## src/rtl/systolic_fifo_p.sv

```systemverilog
// Lane FIFO between systolic PEs: DEPTH x DW storage, registered read port with a
// one-cycle read-valid, exact occupancy, almost-full/full/empty, stall, flush, sticky errors.
module systolic_fifo_p #(
    parameter int DW       = 16,
    parameter int DEPTH    = 4,
    parameter int AF_SLACK = 2
) (
    input  logic                     clk,
    input  logic                     rst_n,
    input  logic                     we,
    input  logic [DW-1:0]            din,
    input  logic                     re,
    input  logic                     is,
    input  logic                     flush,
    output logic [DW-1:0]            dout,
    output logic                     rv,
    output logic                     ff,
    output logic                     full,
    output logic                     empty,
    output logic [$clog2(DEPTH):0]   count,
    output logic                     ovf,
    output logic                     udf
);

    localparam int AW = $clog2(DEPTH);
    localparam logic [AW-1:0] PTR_ONE  = AW'(1);
    localparam logic [AW:0]   CNT_ONE  = (AW+1)'(1);
    localparam logic [AW:0]   CNT_FULL = (AW+1)'(DEPTH);
    localparam logic [AW:0]   CNT_AF   = (AW+1)'(DEPTH - AF_SLACK);

    logic [DW-1:0] mem_q [DEPTH];
    logic [AW-1:0] wptr_q, wptr_d, rptr_q, rptr_d;
    logic [AW:0]   count_q, count_d;
    logic [DW-1:0] dout_q, dout_d;
    logic          rv_q, rv_d, ovf_q, ovf_d, udf_q, udf_d;
    logic          full_w, empty_w, pop_ok, push_ok, ovf_ev, udf_ev;

    // Flags come from the registered count only, so we/re never reach an output combinationally.
    assign full_w  = (count_q == CNT_FULL);
    assign empty_w = (count_q == '0);

    assign pop_ok  = re & ~is & ~flush & ~empty_w;
    assign push_ok = we & ~is & ~flush & (~full_w | pop_ok);
    assign ovf_ev  = we & ~is & ~flush & full_w & ~pop_ok;
    assign udf_ev  = re & ~is & ~flush & empty_w;

    always_comb begin
        wptr_d  = wptr_q;
        rptr_d  = rptr_q;
        count_d = count_q;
        dout_d  = dout_q;
        rv_d    = 1'b0;
        ovf_d   = ovf_q;
        udf_d   = udf_q;
        if (flush) begin
            wptr_d  = '0;
            rptr_d  = '0;
            count_d = '0;
            ovf_d   = 1'b0;
            udf_d   = 1'b0;
        end else begin
            if (push_ok) wptr_d = wptr_q + PTR_ONE;
            if (pop_ok) begin
                rptr_d = rptr_q + PTR_ONE;
                dout_d = mem_q[rptr_q];
                rv_d   = 1'b1;
            end
            if (push_ok && !pop_ok)      count_d = count_q + CNT_ONE;
            else if (pop_ok && !push_ok) count_d = count_q - CNT_ONE;
            if (ovf_ev) ovf_d = 1'b1;
            if (udf_ev) udf_d = 1'b1;
        end
    end

    // Storage is deliberately left out of reset.
    always_ff @(posedge clk) begin
        if (push_ok) mem_q[wptr_q] <= din;
    end

    always_ff @(posedge clk or negedge rst_n) begin
        if (!rst_n) begin
            wptr_q  <= '0;
            rptr_q  <= '0;
            count_q <= '0;
            dout_q  <= '0;
            rv_q    <= 1'b0;
            ovf_q   <= 1'b0;
            udf_q   <= 1'b0;
        end else begin
            wptr_q  <= wptr_d;
            rptr_q  <= rptr_d;
            count_q <= count_d;
            dout_q  <= dout_d;
            rv_q    <= rv_d;
            ovf_q   <= ovf_d;
            udf_q   <= udf_d;
        end
    end

    assign dout  = dout_q;
    assign rv    = rv_q;
    assign count = count_q;
    assign full  = full_w;
    assign empty = empty_w;
    assign ff    = (count_q >= CNT_AF);
    assign ovf   = ovf_q;
    assign udf   = udf_q;

endmodule

```

## config.mk

```make
export PLATFORM = sky130hd
export DESIGN_NAME = systolic_fifo_p
export DESIGN_NICKNAME = d
export VERILOG_FILES = /design/src/rtl/systolic_fifo_p.sv
export SDC_FILE = /design/constraint.sdc
export NUM_CORES = 1
export LEC_CHECK = 0
export CAP_MARGIN = 0
export CORE_ASPECT_RATIO = 0.6
export CORE_UTILIZATION = 42
export CTS_CLUSTER_SIZE = 8
export DETAILED_ROUTE_END_ITERATION = 7
export PLACE_DENSITY = 0.65
export SLEW_MARGIN = 25
export SYNTH_ARGS = -nofsm -noshare
export SYNTH_HDL_FRONTEND = slang
export SYNTH_SLANG_ARGS = --single-unit
```

## constraint.sdc

```tcl
create_clock -name clk -period 2.65 [get_ports clk]
set_input_delay 0.265 -clock clk [delete_from_list [all_inputs] [get_ports clk]]
set_output_delay 0.265 -clock clk [all_outputs]
set_load 0.005 [all_outputs]
```

# ---- Word level (Yosys, flattened, before mapping)
# Memories as Yosys holds them, arrays and structs flattened. A register that Yosys moved wholly into a read port is not among the register bits.
# Index checks and enable logic that the tools add are counted.
dict set report classes {
  n_reduce_logical 12
  n_bitwise 15
  addsub 4
  n_eq_ne 1
  n_mux 15
  n_lt_le_gt_ge 1
}
# op count
set op_table {}
lappend op_table {{$and 1x1->1} 9}
lappend op_table {{$mux 3} 3}
lappend op_table {{$mux 1} 8}
lappend op_table {{$mux 2} 4}
lappend op_table {{$reduce_bool 2->1} 4}
lappend op_table {{$not 1->1} 5}
lappend op_table {{$add 2x1->2 const B} 2}
lappend op_table {{$add 3x1->3 const B} 1}
lappend op_table {{$eq 3x3->1 const B} 1}
lappend op_table {{$ge 3x2->1 const B} 1}
lappend op_table {{$logic_not 1->1} 3}
lappend op_table {{$logic_not 3->1} 1}
lappend op_table {{$reduce_bool 3->1} 1}
lappend op_table {{$sub 3x1->3 const B} 1}
lappend op_table {{$logic_and 1x1->1} 2}
lappend op_table {{$reduce_and 2->1} 1}
lappend op_table {{$or 1x1->1} 1}
dict set report totals {
  input_bits 22
  output_inout_bits 25
  ramBits 64
  mem_count 1
  ff_bits 10
  wordCells 55
}
# name depth width rd rd_clocked_by_memory_dff write_ports line
set mem_list {}
lappend mem_list {mem_q 4 16 1 1 1 31} ;# logic [DW-1:0] mem_q [DEPTH];

# ---- Depth between registers and ports, before layout
dict set report depth {
  ltp_word 11
  depth_mapped 8
  depth_no_buf 7
}

# ---- Least setup slack after synthesis
# No wires, ideal clock.
dict set report synth_timing {
  path_kind {reg2reg}
  startpoint {reg count_q[1] (netlist: count[1])}
  endpoint {reg count_q[2] (netlist: count[2])}
  t_arrival_ns 2.156
  period_less_slack_ns 2.225
  setup_ns 0.068
  path_buffers 0
  slack_ns 0.425
  stages_incl_launch_ff 7
  t_required_ns 2.582
  cell_sequence {dfrtp_1 nor3b_1 a211oi_1 fa_1 or3_1 a211o_1 nand3_1}
}
dict set report synth_between {
  word_cells_on_any_way 17
  cone_classes {add/sub (2); eq/ne (1); mux (3); bitwise (5); reduce/logical (6)}
}
# item line
set synth_lines {}
lappend synth_lines {{start, declared} 33} ;# logic [AW:0] count_q, count_d;
lappend synth_lines {{start signal, assigned} 92} ;# count_q <= count_d;
lappend synth_lines {{$eq 3x3->1 (*)} 39} ;# assign full_w = (count_q == CNT_FULL);
lappend synth_lines {{via full} 18} ;# output logic full,
lappend synth_lines {{$not 1->1 (*)} 43} ;# assign push_ok = we & ~is & ~flush & (~full_w | pop_ok);
lappend synth_lines {{$or 1x1->1 (*)} 43}
lappend synth_lines {{$and 1x1->1 (*)} 43}
lappend synth_lines {{$logic_and 1x1->1 / $logic_not 1->1 (equally long branches)} {68, 69}}
lappend synth_lines {{$mux 3 / $logic_and 1x1->1 (equally long branches)} {68, 69}}
lappend synth_lines {{$mux 3 / $reduce_bool 3->1 (equally long branches)} --}
# Mark *: on every way through the listed nets, which the timed path passes. The rest lies on a longest branch. The select of a mux whose other input is x is not followed.
# A chain may end at the register's enable or synchronous reset.

# ---- Worst setup path after layout
dict set report layout_timing {
  startpoint {reg count_q[1] (netlist: count[1])}
  endpoint {reg count_q[2] (netlist: count[2])}
}
dict set report layout_between {
  elab_chain_cells 8
  word_cells_on_any_way 17
  cone_classes {add/sub (2); eq/ne (1); mux (3); bitwise (5); reduce/logical (6)}
}
# item line
set layout_rtl {}
lappend layout_rtl {{$logic_not 3->1} 40} ;# assign empty_w = (count_q == '0);
lappend layout_rtl {{$not 1->1} 42} ;# assign pop_ok = re & ~is & ~flush & ~empty_w;
lappend layout_rtl {{$and 1x1->1} 42}
lappend layout_rtl {{$or 1x1->1} 43}
lappend layout_rtl {{$and 1x1->1} 43}
lappend layout_rtl {{$logic_and 1x1->1 / $logic_not 1->1 (equally long branches)} {68, 69}}
lappend layout_rtl {{$mux 3 / $logic_and 1x1->1 (equally long branches)} {68, 69}}
lappend layout_rtl {{$mux 3 / $reduce_bool 3->1 (equally long branches)} --}
# Parallel ways exist; a longest one is shown, timed or not. The select of a mux whose other input is x is not followed.

==> reports/summary.md <==
Derived from the worst setup path, the maximum achievable clock frequency is 452 MHz. The switching power as a share of total power is 21.3%. Length of routed wiring on met1: 3110 um.

The worst path in the final design needs a cycle of 2210 ps, including I/O delays and setup. The run gives 0.00277 W as the design internal power. For this run, the leading register cell type out of synthesis is sky130_fd_sc_hd__edfxtp_1. The global-route usage over all layers was 16.1%; the part of the cycle the worst path needs was 83.5%.

The synthesized design devotes to its leading area cell type 53.2% of total area. In this run the count of I/O pins placed on the die edge is 47. The starting utilization of the core area came out at 44.6%. The die is 73.8 um tall. The worst-case setup margin in the final layout was 437 ps. For this run, the post-layout net count is 285. The tools report the sort of element at the start of the critical path as a register. The layout-stage area growth over the synthesis result works out to 27.4%.

At the later pin of the worst-skew pair, clock insertion delay measures 330 ps. The run finished with clean final reports. The clock network is responsible for 32.9% of the overall power. The tools report the count of non-filler cells in the finished layout as 371. In this run the tool buffered the top-level ports with 46 buffer cells. The share of total power in combinational logic was 17.5%; the count of antenna-violating nets left after detailed routing was 0.

Setup repair after global routing left no endpoint under its margin. Clock tree synthesis found a total of 90 sinks. The static power due to leakage came out at 1.60 nW. The count of instances resized after the clock tree is built was 0; the number of nets in the synthesized netlist was 220.

The tools report the sequential share of the synthesized area as 71.2%. In this run the mean area of a mapped cell was 18.7 sq um. Overall via count from detail_route: 1885.

The number of global-route vias before repair came out at 1914. At the worst endpoint, the required time is 2920 ps. 0 antenna diodes ended up in the layout. The tools report the launching element of the worst setup path as count[1]$_DFFE_PN0P_. Between clock sinks in the finished design, the worst skew comes to 3.40 ps. For the number of failing hold endpoints at the final stage, the log shows 0. The detailed-placement wirelength estimate was 4230 um. After floorplanning, the core was sized to cover 8100 sq um.

After detailed routing, the met3 layer carries 292 um of wire. Buffers inserted during clock tree synthesis total 9. Buffers inserted to repair hold after CTS numbered 0. The number of distinct library cells after synthesis was 38.

The routed wire length per instance was 17.0 um. Kind of path behind the tightest hold check: in2async. The first global-routing pass estimated 10100 um of wire. Yosys attributes the largest share of cell area to sky130_fd_sc_hd__edfxtp_1, sky130_fd_sc_hd__dfrtp_1, sky130_fd_sc_hd__mux4_2. For the arrival time at the worst endpoint, the log shows 2480 ps. For this run, asynchronously set or reset flops after synthesis account for 28.9%.

The run gives 3610 sq um as the area of the mapped netlist. Summed over all instances, the cell type with the most area after synthesis is sky130_fd_sc_hd__edfxtp_1. The routed design has 6320 um of wire.

The standard cell with the maximum stage delay on the critical path is sky130_fd_sc_hd__dfrtp_1. Across the run, the number of max-cap violations was 0. By startpoint and endpoint, the worst setup path is classified as reg2reg.

The tools report the total of warnings raised by yosys as 0. The worst register-to-register path begins at count[1]$_DFFE_PN0P_. The signal on the critical path passes through nor3b_1 > a211oi_1 > fa_1 > or3_1 > a211o_1 > nand3_1. The flip-flop and latch count after synthesis came out at 90. In the final layout, the share of cells above drive strength 1 is 25.5%. Yosys instantiated no cell more often than sky130_fd_sc_hd__edfxtp_1. The run gives 0 as the final routed DRC violation total. For this run, the slowest stage of the critical path takes 470 ps.

Clock-pin slew was measured on the worst setup and hold paths at 60 ps. Measured along the x axis, the die boundary spans 122 um. The number of placed instances, taps included, is 355.

At the pin with the least slew margin, the transition time is 818 ps. The global placement routability congestion is 0.884, and the maximum ir drop on the vdd rail is 339 uV. For the total net switching power, the log shows 0.000750 W. After global routing the overflow that remains totals 0. The power per cell area was 765 nW/um^2; the sequential cell fraction of total power was 49.6%.

TritonCTS built the clock tree. The routed design uses 2850 um of met2 wire. Highest routing layer actually used: met4. The clock passes through at most 2 buffers. For the deepest level of the CTS H-tree, the log shows 3. Dividing the detail-routed via count by the number of cells gives 5.08.

Entering global routing, the biggest net connects 27 pins. The number of endpoints failing setup at the final stage is 0. Timing analysis after detailed placement gives a worst setup slack of 207 ps.

In this run the clock root is driven by a sky130_fd_sc_hd__clkbuf_16. The first routing iteration left 93 violations. After floorplanning, the core was divided into 25 placement rows. For the initial antenna violation count, the log shows 0. Largest driver fanout on the critical path: 8.

Counting instances in the post-synthesis netlist gives the leading cell types as sky130_fd_sc_hd__edfxtp_1, sky130_fd_sc_hd__dfrtp_1, sky130_fd_sc_hd__mux2_2. Cells fill 56.8% of the core in the end. The first detailed-routing pass ran for 4 iterations.

For the synthesized instance count, the log shows 193. After clock tree synthesis, the setup repair step added 0 buffers. The relative slew slack came out at 45.5%. For the count of pins over their slew limit, the log shows 0. For the final routed database, the setup TNS stands at 0 ps. STA classifies the critical path endpoint as a register. In this run, synthesis inferred 64 flip-flops with an integrated enable. The fill cell instance count of the final layout is 642, and the die area is 8990 sq um.

The total power was 0.00352 W.
sequential cells by signal, indices dropped and copies added, names as in the netlist:
signal  count
count       3
ovf         1
wptr_q      2
udf         1
mem_q      64
rv          1
dout       16
rptr_q      2
path summary, 6_finish.rpt:
path	endpoint	slack (ps)	cells after the start
worst max-delay path	count[2]$_DFFE_PN0P_	440	6
worst max register to register	count[2]$_DFFE_PN0P_	440	6
worst min register to register	dout[14]$_DFFE_PN0P_	500	1
worst min-delay path	dout[8]$_DFFE_PN0P_	320	2
min in group clk	dout[14]$_DFFE_PN0P_	500	1
max in group asynchronous	ovf$_DFFE_PN0P_	2060	2
power groups by stage:
stage / registers [W] / logic [W] / clock network [W]
finish: 0.00175 / 0.000616 / 0.00116
global route: 0.00177 / 0.000677 / 0.00124
CTS: 0.00175 / 0.000626 / 0.00119
detailed placement: 0.00178 / 0.000624 / 0
global placement: 0.00178 / 0.000617 / 0
floorplan: 0.00177 / 0.000226 / 0
per-stage QoR:
stage	hold slack, ps	instance area [sq um]
floorplan	-30.6	3610
global placement	479	4330
detailed placement	496	4330
CTS	320	4600
global route	339	4600
finish	318	4600
logic make-up after synthesis:
family | share of synthesized area, %
DFF | 71.2
muxes | 15.6
and+or+nand+nor | 5.85
AOI/OAI and AO/OA | 2.87
buffers and inverters | 1.84
adders and majority gates | 1.94
xor gates and xnor gates | 0.728
layout by cell type (no fill, tap or decap), types with 2 or more instances in the layout:
cell type | netlist | routed
sky130_fd_sc_hd__a211oi_1 | 2 | 2
sky130_fd_sc_hd__a21oi_1 | 5 | 5
sky130_fd_sc_hd__and2_1 | 4 | 4
sky130_fd_sc_hd__buf_12 | 0 | 4
sky130_fd_sc_hd__buf_4 | 0 | 11
sky130_fd_sc_hd__clkbuf_1 | 3 | 3
sky130_fd_sc_hd__clkbuf_16 | 0 | 9
sky130_fd_sc_hd__clkbuf_8 | 0 | 2
sky130_fd_sc_hd__clkdlybuf4s50_1 | 0 | 46
sky130_fd_sc_hd__dfrtp_1 | 26 | 26
sky130_fd_sc_hd__edfxtp_1 | 64 | 64
sky130_fd_sc_hd__ha_1 | 4 | 4
sky130_fd_sc_hd__inv_1 | 6 | 6
sky130_fd_sc_hd__mux2_2 | 17 | 17
sky130_fd_sc_hd__mux4_2 | 16 | 16
sky130_fd_sc_hd__nand3_1 | 2 | 2
sky130_fd_sc_hd__nor2_1 | 4 | 4
sky130_fd_sc_hd__nor3_1 | 2 | 2
sky130_fd_sc_hd__nor3_2 | 2 | 2
sky130_fd_sc_hd__nor3b_1 | 3 | 3
sky130_fd_sc_hd__nor4_1 | 2 | 2
sky130_fd_sc_hd__o21ai_0 | 3 | 3
sky130_fd_sc_hd__or2_2 | 2 | 2
sky130_fd_sc_hd__or3_1 | 3 | 3
sky130_fd_sc_hd__xnor2_1 | 3 | 3
area by class of cell:
type / count / area [sq um] / share of cell area (%)
flip-flops and latches: 90 / 2570 / 55.9
multi-input cells: 90 / 973 / 21.1
repair buffers: 61 / 623 / 13.5
clock buffers: 14 / 264 / 5.74
well taps: 108 / 135 / 2.94
inverters: 6 / 22.5 / 0.489
clock inverters: 2 / 12.5 / 0.272
routing by layer:
metal / vias up / GRT usage [%]
li1: 887 / -
met1: 949 / 22.4
met2: 41 / 23.4
met3: 8 / 5.67
met4: 0 / 5.76
met5: - / 0
worst max-delay path: cells and delay by family (launching register included):
kind / cells / cell delay [ps]
and+or+nand+nor: 3 / 830
AOI/OAI and AO/OA: 2 / 390
adders and majority gates: 1 / 460
DFF: 1 / 470
Note: power is estimated with default switching activity, not from simulation.
